--- src/rtl/id_ex_stage_pkg.sv ---
// Shared opcode constants, default widths and the ID/EX control bundle for the decode stage.
package id_ex_stage_pkg;

    localparam int DATA_W_DEF = 32;
    localparam int REG_AW_DEF = 5;

    localparam logic [5:0] OP_RTYPE = 6'h00;
    localparam logic [5:0] OP_LW    = 6'h23;
    localparam logic [5:0] OP_SW    = 6'h2B;
    localparam logic [5:0] OP_ADDI  = 6'h08;
    localparam logic [5:0] OP_ANDI  = 6'h0C;
    localparam logic [5:0] OP_ORI   = 6'h0D;
    localparam logic [5:0] OP_BEQ   = 6'h04;
    localparam logic [5:0] OP_BNE   = 6'h05;

    typedef struct packed {
        logic mem_read;
        logic mem_write;
        logic reg_write;
    } idex_ctrl_t;

endpackage

--- src/rtl/id_decode.sv ---
// Combinational opcode decode: memory/regfile controls, rt usage and destination select.
module id_decode
    import id_ex_stage_pkg::*;
(
    input  logic [5:0] opcode_i,
    output idex_ctrl_t ctrl_o,
    output logic       uses_rt_o,
    output logic       dest_rd_o
);

    always_comb begin
        ctrl_o    = '0;
        uses_rt_o = 1'b0;
        dest_rd_o = 1'b0;
        case (opcode_i)
            OP_RTYPE: begin
                ctrl_o.reg_write = 1'b1;
                uses_rt_o        = 1'b1;
                dest_rd_o        = 1'b1;
            end
            OP_LW: begin
                ctrl_o.mem_read  = 1'b1;
                ctrl_o.reg_write = 1'b1;
            end
            OP_SW: begin
                ctrl_o.mem_write = 1'b1;
                uses_rt_o        = 1'b1;
            end
            OP_ADDI, OP_ANDI, OP_ORI: ctrl_o.reg_write = 1'b1;
            OP_BEQ, OP_BNE:           uses_rt_o        = 1'b1;
            default: ;
        endcase
    end

endmodule

--- src/rtl/id_ex_stage.sv ---
// Decode stage and ID/EX register with load-use bubble; priority reset > flush > ex_hold > hazard.
// Defining ID_WB_BYPASS_EN forwards same-cycle writeback data into the operands.
module id_ex_stage
    import id_ex_stage_pkg::*;
#(
    parameter int DATA_W = DATA_W_DEF,
    parameter int REG_AW = REG_AW_DEF
) (
    input  logic              CLK,
    input  logic              reset,
    input  logic              instr_valid,
    input  logic [31:0]       instr,
    input  logic [31:0]       pc_plus4,
    input  logic              flush,
    input  logic              ex_hold,
    output logic              stall_out,
    output logic [REG_AW-1:0] read1,
    output logic [REG_AW-1:0] read2,
    input  logic [DATA_W-1:0] register1,
    input  logic [DATA_W-1:0] register2,
    input  logic              wb_RegWrite,
    input  logic [REG_AW-1:0] wb_write,
    input  logic [DATA_W-1:0] wb_writeData,
    output logic              ex_valid,
    output logic [DATA_W-1:0] ex_rs_data,
    output logic [DATA_W-1:0] ex_rt_data,
    output logic [DATA_W-1:0] ex_imm,
    output logic [REG_AW-1:0] ex_rs,
    output logic [REG_AW-1:0] ex_rt,
    output logic [REG_AW-1:0] ex_dest,
    output logic [5:0]        ex_opcode,
    output logic [5:0]        ex_funct,
    output logic [31:0]       ex_pc_plus4,
    output logic              ex_MemRead,
    output logic              ex_MemWrite,
    output logic              ex_RegWrite
);

    logic [5:0]        opcode;
    logic [REG_AW-1:0] rs, rt, rd;
    idex_ctrl_t        dec_ctrl;
    logic              uses_rt;
    logic              dest_rd;
    logic [DATA_W-1:0] rs_val, rt_val;
    logic              hazard;

    logic              valid_q, valid_d;
    idex_ctrl_t        ctrl_q, ctrl_d;
    logic [DATA_W-1:0] rs_data_q, rs_data_d, rt_data_q, rt_data_d, imm_q, imm_d;
    logic [REG_AW-1:0] rs_q, rs_d, rt_q, rt_d, dest_q, dest_d;
    logic [5:0]        opcode_q, opcode_d, funct_q, funct_d;
    logic [31:0]       pc_q, pc_d;

    assign opcode = instr[31:26];
    assign rs     = instr[25:21];
    assign rt     = instr[20:16];
    assign rd     = instr[15:11];
    assign read1  = rs;
    assign read2  = rt;

    id_decode u_decode (
        .opcode_i  (opcode),
        .ctrl_o    (dec_ctrl),
        .uses_rt_o (uses_rt),
        .dest_rd_o (dest_rd)
    );

`ifdef ID_WB_BYPASS_EN
    logic byp_rs, byp_rt;
    assign byp_rs = wb_RegWrite && (wb_write != '0) && (wb_write == rs);
    assign byp_rt = wb_RegWrite && (wb_write != '0) && (wb_write == rt);
    assign rs_val = (rs == '0) ? '0 : (byp_rs ? wb_writeData : register1);
    assign rt_val = (rt == '0) ? '0 : (byp_rt ? wb_writeData : register2);
`else
    logic unused_wb;
    assign unused_wb = ^{wb_RegWrite, wb_write, wb_writeData};
    assign rs_val = (rs == '0) ? '0 : register1;
    assign rt_val = (rt == '0) ? '0 : register2;
`endif

    // A load in EX whose result the decoding instruction needs must wait one cycle.
    assign hazard = instr_valid && valid_q && ctrl_q.mem_read && (dest_q != '0) &&
                    ((dest_q == rs) || (uses_rt && (dest_q == rt)));

    assign stall_out = !flush && (ex_hold || hazard);

    always_comb begin
        valid_d   = valid_q;
        ctrl_d    = ctrl_q;
        rs_data_d = rs_data_q;
        rt_data_d = rt_data_q;
        imm_d     = imm_q;
        rs_d      = rs_q;
        rt_d      = rt_q;
        dest_d    = dest_q;
        opcode_d  = opcode_q;
        funct_d   = funct_q;
        pc_d      = pc_q;
        if (flush || (!ex_hold && hazard)) begin
            valid_d = 1'b0;
            ctrl_d  = '0;
        end else if (!ex_hold) begin
            valid_d   = instr_valid;
            ctrl_d    = instr_valid ? dec_ctrl : '0;
            rs_data_d = rs_val;
            rt_data_d = rt_val;
            imm_d     = {{(DATA_W-16){instr[15]}}, instr[15:0]};
            rs_d      = rs;
            rt_d      = rt;
            dest_d    = dest_rd ? rd : rt;
            opcode_d  = opcode;
            funct_d   = instr[5:0];
            pc_d      = pc_plus4;
        end
    end

    always_ff @(posedge CLK) begin
        if (reset) begin
            valid_q   <= 1'b0;
            ctrl_q    <= '0;
            rs_data_q <= '0;
            rt_data_q <= '0;
            imm_q     <= '0;
            rs_q      <= '0;
            rt_q      <= '0;
            dest_q    <= '0;
            opcode_q  <= '0;
            funct_q   <= '0;
            pc_q      <= '0;
        end else begin
            valid_q   <= valid_d;
            ctrl_q    <= ctrl_d;
            rs_data_q <= rs_data_d;
            rt_data_q <= rt_data_d;
            imm_q     <= imm_d;
            rs_q      <= rs_d;
            rt_q      <= rt_d;
            dest_q    <= dest_d;
            opcode_q  <= opcode_d;
            funct_q   <= funct_d;
            pc_q      <= pc_d;
        end
    end

    assign ex_valid    = valid_q;
    assign ex_MemRead  = ctrl_q.mem_read;
    assign ex_MemWrite = ctrl_q.mem_write;
    assign ex_RegWrite = ctrl_q.reg_write;
    assign ex_rs_data  = rs_data_q;
    assign ex_rt_data  = rt_data_q;
    assign ex_imm      = imm_q;
    assign ex_rs       = rs_q;
    assign ex_rt       = rt_q;
    assign ex_dest     = dest_q;
    assign ex_opcode   = opcode_q;
    assign ex_funct    = funct_q;
    assign ex_pc_plus4 = pc_q;

endmodule
--- config.mk ---
export PLATFORM = sky130hd
export DESIGN_NAME = id_ex_stage
export DESIGN_NICKNAME = d
export VERILOG_FILES = /design/src/rtl/id_ex_stage_pkg.sv /design/src/rtl/id_decode.sv /design/src/rtl/id_ex_stage.sv
export SDC_FILE = /design/constraint.sdc
export NUM_CORES = 1
export LEC_CHECK = 0
export CAP_MARGIN = 25
export CORE_AREA = 2 2 131 133
export CTS_CLUSTER_SIZE = 25
export DETAILED_ROUTE_END_ITERATION = 8
export DIE_AREA = 0 0 133 135
export MAX_ROUTING_LAYER = met4
export PLACE_DENSITY = 0.77
export SLEW_MARGIN = 40
export SYNTH_ARGS = -nofsm -noshare
export SYNTH_HDL_FRONTEND = slang
export SYNTH_SLANG_ARGS = --single-unit
--- constraint.sdc ---
create_clock -name CLK -period 3.9 [get_ports CLK]
set_input_delay 1.17 -clock CLK [delete_from_list [all_inputs] [get_ports CLK]]
set_output_delay 1.17 -clock CLK [all_outputs]
set_load 0.01 [all_outputs]
==> results of run 1 <==
==> timing repair <==
action | 4_1_cts | 5_1_grt
gates cloned | 0 | 0
buffers inserted | 1 | 0
resized for setup | 8 | 7
setup endpoints to repair | 1 | 1
pin swaps | 4 | 3
==> flip-flops by register name, indices dropped and copies added (netlist names), 5 cells and up <==
signal and count:
ex_rt 5, ex_dest 5, ex_rs_data 32, ex_rt_data 32
ex_imm 16, ex_rs 5, ex_pc_plus4 32, ex_opcode 6
==> logic make-up after synthesis <==
logic type / share of synthesized area (%)
and+or+nand+nor: 19.0
AOI/OAI and AO/OA: 13.6
DFF: 45.9
buffers and inverters: 8.47
muxes: 11.6
xor gates and xnor gates: 1.46
==> per-stage QoR <==
step | cell area (µm²) | setup slack, ps | std cells
after global placement | 9110 | -563 | 1150
after floorplan | 5980 | 342 | 678
after CTS | 9690 | 10.2 | 1183
after detailed placement | 9110 | -593 | 1150
final | 9710 | 94.0 | 1184
after global routing | 9710 | -7.01 | 1184
==> synthesized netlist by cell type, drive strengths merged <==
| cell | count |
|---|---|
| o41ai | 1 |
| a22o | 1 |
| clkbuf | 46 |
| nor2b | 1 |
| xor2 | 7 |
| nand4 | 1 |
| mux2i | 69 |
| nor4 | 2 |
| nand2 | 64 |
| a32o | 1 |
| nor4b | 1 |
| and3 | 5 |
| nand2b | 65 |
| buf | 43 |
| nand4b | 1 |
| o41a | 1 |
| xnor2 | 3 |
| o21ai | 66 |
| a211oi | 5 |
| or4 | 1 |
| nor3 | 3 |
| a21oi | 72 |
| nor2 | 8 |
| and4b | 2 |
| nand3 | 65 |
| dfxtp | 137 |
| a31o | 3 |
| inv | 2 |
| and2 | 1 |
| o32ai | 1 |
==> power by group through the flow <==
stage / logic, W / clock network, W / registers (W)
after floorplan: 0.000213 / 0 / 0.00157
after global placement: 0.000600 / 0 / 0.00154
after detailed placement: 0.000605 / 0 / 0.00154
after CTS: 0.000608 / 0.00156 / 0.00151
after global routing: 0.000650 / 0.00162 / 0.00152
final: 0.000602 / 0.00152 / 0.00151
==> worst min-delay path by stage <==
stage                   start              to  slack [ps]  cells after the start
2_1_floorplan   ex_rs_data[0]   ex_rs_data[0]         490                      2
3_3_place_gp   ex_rt_data[17]  ex_rt_data[17]         460                      2
3_5_place_dp   ex_rt_data[21]  ex_rt_data[21]         460                      2
4_1_cts              ex_rt[2]        ex_rt[2]         470                      2
5_1_grt        ex_rs_data[18]  ex_rs_data[18]         490                      2
6_report        ex_rt_data[9]   ex_rt_data[9]         470                      2
==> final cells by class <==
cell class | instances | share of cell area [%]
multi-input cells | 450 | 28.6
flip-flops and latches | 137 | 28.2
well taps | 220 | 2.83
clock inverters | 11 | 1.02
diodes | 1 | 0.0258
clock buffers | 21 | 4.74
repair buffers | 342 | 34.5
inverters | 2 | 0.0773
==> tightest hold or removal path: stages (launching register included) <==
cell and delay (ps):
sky130_fd_sc_hd__dfxtp_1 310, sky130_fd_sc_hd__nand2b_1 60, sky130_fd_sc_hd__mux2i_1 50
==> per-layer routing <==
metal	part of all wire [%]	vias up
li1	-	2849
met1	40	2703
met2	48	259
met3	11	23
met4	1.3	0
met5	0	-
==> reports/summary.md, run 1 <==
## Outcome
- **run status** finished, final reports clean

## Power
- **part of the power in combinational logic** 16.6%
- **largest voltage drop on the vdd net** 273 µV
- **Switching Fraction** 24.8%
- **proportion of power drawn by flip-flops and latches** 41.6%
- **areal power density over the cells** 374 mW/mm²
- **post-route total power** 0.00363 W
- **part of the power in the clock network** 41.9%
- **leakage dissipation** 3.61 nW
- **Internal Pwr Total** 0.00273 W
- **Switch Pwr** 0.000901 W

## Final layout
- **Seq. cell area** 0.00274 mm²
- **end-of-flow core utilization** 59.2%
- **# fillers** 1461
- **most frequent cells in the layout** sky130_fd_sc_hd__clkdlybuf4s50_1 (294), sky130_fd_sc_hd__dfxtp_1 (137), sky130_fd_sc_hd__mux2i_1 (69), sky130_fd_sc_hd__a21oi_1 (69)
- **final-stage net count** 1121
- **ratio of cells with drive above 1 in the final layout** 9.14%
- **area occupied by multi-input gates** 0.00278 mm²
- **Area growth, synth to finish** 62.4%
- **most common cell after layout, fill and taps aside** sky130_fd_sc_hd__clkdlybuf4s50_1

## Global routing
- **Total Routing Usage GR** 22.0%
- **maximum number of pins on one net before global-route repair** 66
- **number of antenna violations at the first check in global routing** 2
- **most used routing layer in global routing** met2
- **number of global-route vias before repair** 5804
- **met1 global-route usage** 25.3%
- **first-pass GRT wire length** 30.6 mm
- **met3 GRT Util** 9.05%
- **total congestion overflow** 0
- **met2 usage in global routing** 36.0%

## Floorplanning
- **total I/O pin count** 341
- **Die Wd** 133 µm
- **area of the core region** 0.0164 mm²
- **Vert. Die Dim** 135 µm
- **cell row count** 47
- **Die Footprint** 0.0180 mm²
- **Initial Utilization** 36.4%

## Synthesis
- **total of flip-flops plus latches after synthesis** 137
- **portion of synthesized cell area occupied by the leading cell type** 45.9%
- **count of synthesis-stage warnings from yosys** 0
- **Post-Syn Nets** 849
- **cell count after synthesis** 678
- **unique cell type count in the Yosys netlist** 35
- **post-synth design cell area** 0.00598 mm²
- **Avg Inst Size Synth** 8.82 µm²
- **sequential element share of the synthesized area** 45.9%
- **largest cells by area after synthesis** sky130_fd_sc_hd__dfxtp_1 (46%), sky130_fd_sc_hd__mux2i_1 (12%), sky130_fd_sc_hd__nand2b_1 (6.8%)
- **library cell occupying the most area in the post-synthesis netlist** sky130_fd_sc_hd__dfxtp_1

## Clocking
- **clock tree from TritonCTS** done
- **number of buffers between clock root and the deepest sink** 2
- **clock latency at the later pin of the worst-skew pair** 410 ps
- **number of hold buffers added after CTS** 0
- **Max H-tree Level** 4
- **Inserted Clock Buffers** 17
- **cell chosen for the clock root** sky130_fd_sc_hd__clkbuf_16
- **clock-pin slew on the worst setup and hold paths** 60 ps
- **TritonCTS Sinks** 137

## Route
- **Pre-antenna DRT Iters** 5
- **wire length per cell** 16.5 µm
- **antenna violation net count after detailed routing** 0
- **overall routed net length** 19.5 mm
- **count of routing violations after the opening detailed-route iteration** 220
- **number of vias per cell** 4.93
- **routed vias** 5834
- **DRC errors left** 0

## Place
- **Final Wtd Congestion** 0.855
- **Buffers on Ports** 302
- **half-perimeter wire length of the detailed placement result** 13.6 mm

## Critical path
- **minimum setup slack among reg-to-reg paths** 1040 ps
- **capture point of the worst reg-to-reg path** ex_rs_data[4]
- **first element of the critical path** instr[31]
- **cell depth of the worst flop-to-flop path** 8
- **Crit path required time** 2730 ps
- **last element of the critical path** stall_out
- **logic depth of the worst path, buffers included** 7
- **maximum net fanout on the critical path** 3
- **crit path DAT** 2640 ps
- **slowest stage cell on the critical path** sky130_fd_sc_hd__clkdlybuf4s50_1
- **worst setup path category** in2out
- **max incr delay on CP** 500 ps
- **buffering stage count on the worst path with inverters included** 2
- **worst flop-to-flop path startpoint** ex_dest[0]
- **Worst Setup End Kind** output port
- **startpoint class of the critical path** primary input
- **critical path, cell by cell** clkdlybuf4s50_1, and4b_1, a22o_1, and4b_2, nor2_2, a21oi_2, buf_2
- **category of cells accounting for the largest share of critical-path delay** buffers and inverters

## Timing
- **relative slew slack** 58.3%
- **worst hold margin** 472 ps
- **final hold violations** 0
- **Setup TNS Final** 0 ps
- **Max Clock Freq** 263 MHz
- **transition time at the pin with the least slew margin** 625 ps
- **number of pins with negative max-slew slack in the final report** 0
- **share of the clock period used by the worst path** 97.6%
- **worst clock skew** 7.38 ps
- **number of setup violations in the final report** 0
- **final critical delay including setup and external delays** 3810 ps

## Job
- **Maximum Capacitance Violations** 0

## Worst hold path
- **type of the tightest min-delay check** reg2reg

Note: power is estimated with default switching activity, not from simulation.
==> inputs of run 2 (changes only) <==
--- a/config.mk
+++ b/config.mk
@@ -5,13 +5,13 @@
 export SDC_FILE = /design/constraint.sdc
 export NUM_CORES = 1
 export LEC_CHECK = 0
+export ABC_AREA = 1
 export CAP_MARGIN = 25
-export CORE_AREA = 2 2 131 133
-export CTS_CLUSTER_SIZE = 25
+export CORE_MARGIN = 1.5
+export CORE_UTILIZATION = 41
 export DETAILED_ROUTE_END_ITERATION = 8
-export DIE_AREA = 0 0 133 135
 export MAX_ROUTING_LAYER = met4
-export PLACE_DENSITY = 0.77
+export PLACE_DENSITY = 0.82
 export SLEW_MARGIN = 40
 export SYNTH_ARGS = -nofsm -noshare
 export SYNTH_HDL_FRONTEND = slang
==> reports/summary.md, run 2 <==
## Floorplanning
- **Die Wd** 131 µm, -1.4%
- **area of the core region** 0.0159 mm², -2.8%
- **Initial Utilization** 42.2%, +5.8 points
- **total I/O pin count** 341, unchanged
- **cell row count** 46, -2.1%
- **Die Footprint** 0.0172 mm², -4.2%
- **Vert. Die Dim** 131 µm, -2.9%

## Power
- **areal power density over the cells** 390 mW/mm², +4.4%
- **part of the power in combinational logic** 19.4%, +2.8 points
- **leakage dissipation** 5.15 nW, +43%
- **Switching Fraction** 25.3%, +0.45 points
- **proportion of power drawn by flip-flops and latches** 38.5%, -3.1 points
- **Switch Pwr** 0.00102 W, +13%
- **Internal Pwr Total** 0.00301 W, +10%
- **part of the power in the clock network** 42.1%, +0.2 points
- **largest voltage drop on the vdd net** 254 µV, -6.9%
- **post-route total power** 0.00402 W, +11%

## Final layout
- **ratio of cells with drive above 1 in the final layout** 5.63%, -3.5 points
- **most common cell after layout, fill and taps aside** sky130_fd_sc_hd__nand2_1
- **area occupied by multi-input gates** 0.00272 mm², -2.1%
- **final std cells w/o fill** 1548, +31%
- **total inserted antenna cells** 0, -1
- **# fillers** 1391, -4.8%
- **Seq. cell area** 0.00274 mm², unchanged
- **most frequent cells in the layout** sky130_fd_sc_hd__nand2_1 (345), sky130_fd_sc_hd__clkdlybuf4s50_1 (298), sky130_fd_sc_hd__nor2_1 (239)
- **final-stage net count** 1491, +33%
- **final instance area** 0.0103 mm², +6.1%
- **Area growth, synth to finish** 53.0%

## Global routing
- **first-pass GRT wire length** 31.4 mm, +2.5%
- **number of antenna violations at the first check in global routing** 0, -2
- **Total Routing Usage GR** 23.0%, +0.98 points
- **maximum number of pins on one net before global-route repair** 112, +70%
- **number of global-route vias before repair** 6398, +10%
- **total congestion overflow** 0, unchanged

## Critical path
- **cell occurring most often along the worst timing path** sky130_fd_sc_hd__nand2_1
- **worst setup path category** in2out
- **slowest stage cell on the critical path** sky130_fd_sc_hd__clkdlybuf4s50_1
- **maximum net fanout on the critical path** 4, +1
- **critical path, cell by cell** clkdlybuf4s50_1, inv_1, nand2_1, nand2_1, a21oi_1, nand4_1, nand2_1, nand2_2, a21oi_1, buf_2
- **Worst Setup End Kind** output port
- **Crit path required time** 2730 ps, about the same
- **max incr delay on CP** 520 ps, +20 ps
- **startpoint class of the critical path** primary input
- **crit path DAT** 2620 ps, -20 ps

## Timing
- **final hold violations** 0, unchanged
- **final critical delay including setup and external delays** 3790 ps, -17.5 ps
- **Max Clock Freq** 264 MHz, +0.46%
- **share of the clock period used by the worst path** 97.1%, -0.45 points
- **transition time at the pin with the least slew margin** 585 ps, -40.7 ps
- **number of pins with negative max-slew slack in the final report** 0, unchanged
- **number of setup violations in the final report** 0, unchanged
- **min setup slack post-route** 111 ps, +17.5 ps
- **relative slew slack** 60.9%, +2.6 points
- **unrepaired setup endpoints after global routing** no
- **worst clock skew** 10.7 ps, +3.35 ps

## Synthesis
- **Async SR Flop Fraction** 0%, unchanged
- **cell types with the highest counts after synthesis** sky130_fd_sc_hd__nand2_1 (345), sky130_fd_sc_hd__nor2_1 (240), sky130_fd_sc_hd__inv_1 (167)
- **sequential element share of the synthesized area** 40.7%, -5.1 points
- **unique cell type count in the Yosys netlist** 24, -31%
- **largest cells by area after synthesis** sky130_fd_sc_hd__dfxtp_1 (41%), sky130_fd_sc_hd__nand2_1 (19%), sky130_fd_sc_hd__nor2_1 (13%)
- **count of flip-flops with a built-in enable after synthesis** 0, unchanged
- **portion of synthesized cell area occupied by the leading cell type** 40.7%, -5.1 points
- **cell count after synthesis** 1057, +56%
- **total of flip-flops plus latches after synthesis** 137, unchanged
- **post-synth design cell area** 0.00673 mm², +13%
- **Avg Inst Size Synth** 6.37 µm², -28%
- **library cell occupying the most area in the post-synthesis netlist** sky130_fd_sc_hd__dfxtp_1
- **Post-Syn Nets** 1228, +45%
- **count of synthesis-stage warnings from yosys** 0, unchanged
- **top-count cell post-synth** sky130_fd_sc_hd__nand2_1
- **flip-flop cell with the highest count after synthesis** sky130_fd_sc_hd__dfxtp_1

## Outcome
- **run status** finished, final reports clean

## Clocking
- **clock tree from TritonCTS** done
- **Max H-tree Level** 4, unchanged
- **number of buffers between clock root and the deepest sink** 2, unchanged
- **post-CTS repair timing setup buffer count** 0, -1
- **cell chosen for the clock root** sky130_fd_sc_hd__clkbuf_16
- **number of hold buffers added after CTS** 0, unchanged
- **TritonCTS Sinks** 137, unchanged
- **clock-pin slew on the worst setup and hold paths** 60 ps, about the same
- **Inserted Clock Buffers** 17, unchanged
- **clock latency at the later pin of the worst-skew pair** 410 ps, about the same

## Place
- **Final Wtd Congestion** 0.851, -0.41%
- **placed inst area** 0.00969 mm², +6.3%
- **placed insts** 1517, +32%
- **half-perimeter wire length of the detailed placement result** 13.7 mm, +1.0%
- **worst setup timing slack at the placement stage** -364 ps, +229 ps
- **Buffers on Ports** 302, unchanged

## Route
- **DRC errors left** 0, unchanged
- **overall routed net length** 19.4 mm, -0.72%
- **number of vias per cell** 4.45, -9.8%
- **count of routing violations after the opening detailed-route iteration** 262, +19%
- **wire length per cell** 12.5 µm, -24%
- **antenna violation net count after detailed routing** 0, unchanged
- **routed vias** 6883, +18%
- **Pre-antenna DRT Iters** 4, -1

## Worst hold path
- **type of the tightest min-delay check** reg2reg

## Job
- **Maximum Capacitance Violations** 0, unchanged

-- run 2: worst paths after layout --
check | from | endpoint | slack (ps) | cells past startpoint
setup / recovery | instr[21] | stall_out | 110 | 10
hold / removal | ex_MemWrite | ex_MemWrite | 470 | 2
setup reg to reg | ex_dest[0] | ex_imm[4] | 1620 | 13
hold reg to reg | ex_MemWrite | ex_MemWrite | 470 | 2
-- run 2: metal layers --
metal	global-route usage, %	vias up	routed length (µm)
li1	-	3576	-
met1	25.7	3030	8060
met2	39.1	244	9520
met3	6.25	33	1310
met4	9.05	0	488
met5	-	-	0
-- run 2: stage by stage --
stage,util (%),setup TNS [ps],hold WS [ps]
after floorplan,-,0,483
after global placement,60.8,-340,447
after detailed placement,60.8,-364,457
after CTS,64.6,0,468
after global routing,64.6,0,520
final,64.6,0,469
-- run 2: repair_timing --
action                                  in CTS  in global routing
pin swaps                                    1                  0
gates cloned                                 0                  0
endpoints found under the setup margin       1                  1
gates resized for setup                      6                  2
-- run 2: area by class of cell --
class	count	share of cell area [%]
Tap cell	216	2.62
Clock buffer	20	4.34
Clock inverter	11	1.68
Multi-Input combinational cell	661	26.4
Timing Repair Buffer	333	32.2
Sequential cell	137	26.6
Inverter	170	6.19
-- run 2: cells by family (layout without fill, tap and decap cells) --
group / Yosys count / count (layout) / share of synthesized area, %
compound gates: 7 / 7 / 0.576
xor+xnor: 8 / 8 / 1.04
buf+inv: 259 / 534 / 18.9
flops: 137 / 137 / 40.7
mux: 5 / 5 / 0.836
simple gates: 641 / 641 / 37.9
-- run 2: critical path, delay by kind of cell --
kind / cells / cell delay, ps
and+or+nand+nor: 5 / 480
AOI/OAI and AO/OA: 2 / 230
buffers and inverters: 3 / 740
-- run 2: power by group through the flow --
stage	clock network (W)	registers, W	logic [W]
floorplan	0	0.00162	0.000335
global placement	0	0.00157	0.000768
detailed placement	0	0.00158	0.000783
CTS	0.00173	0.00155	0.000788
global route	0.00178	0.00156	0.000862
finish	0.00169	0.00155	0.000782
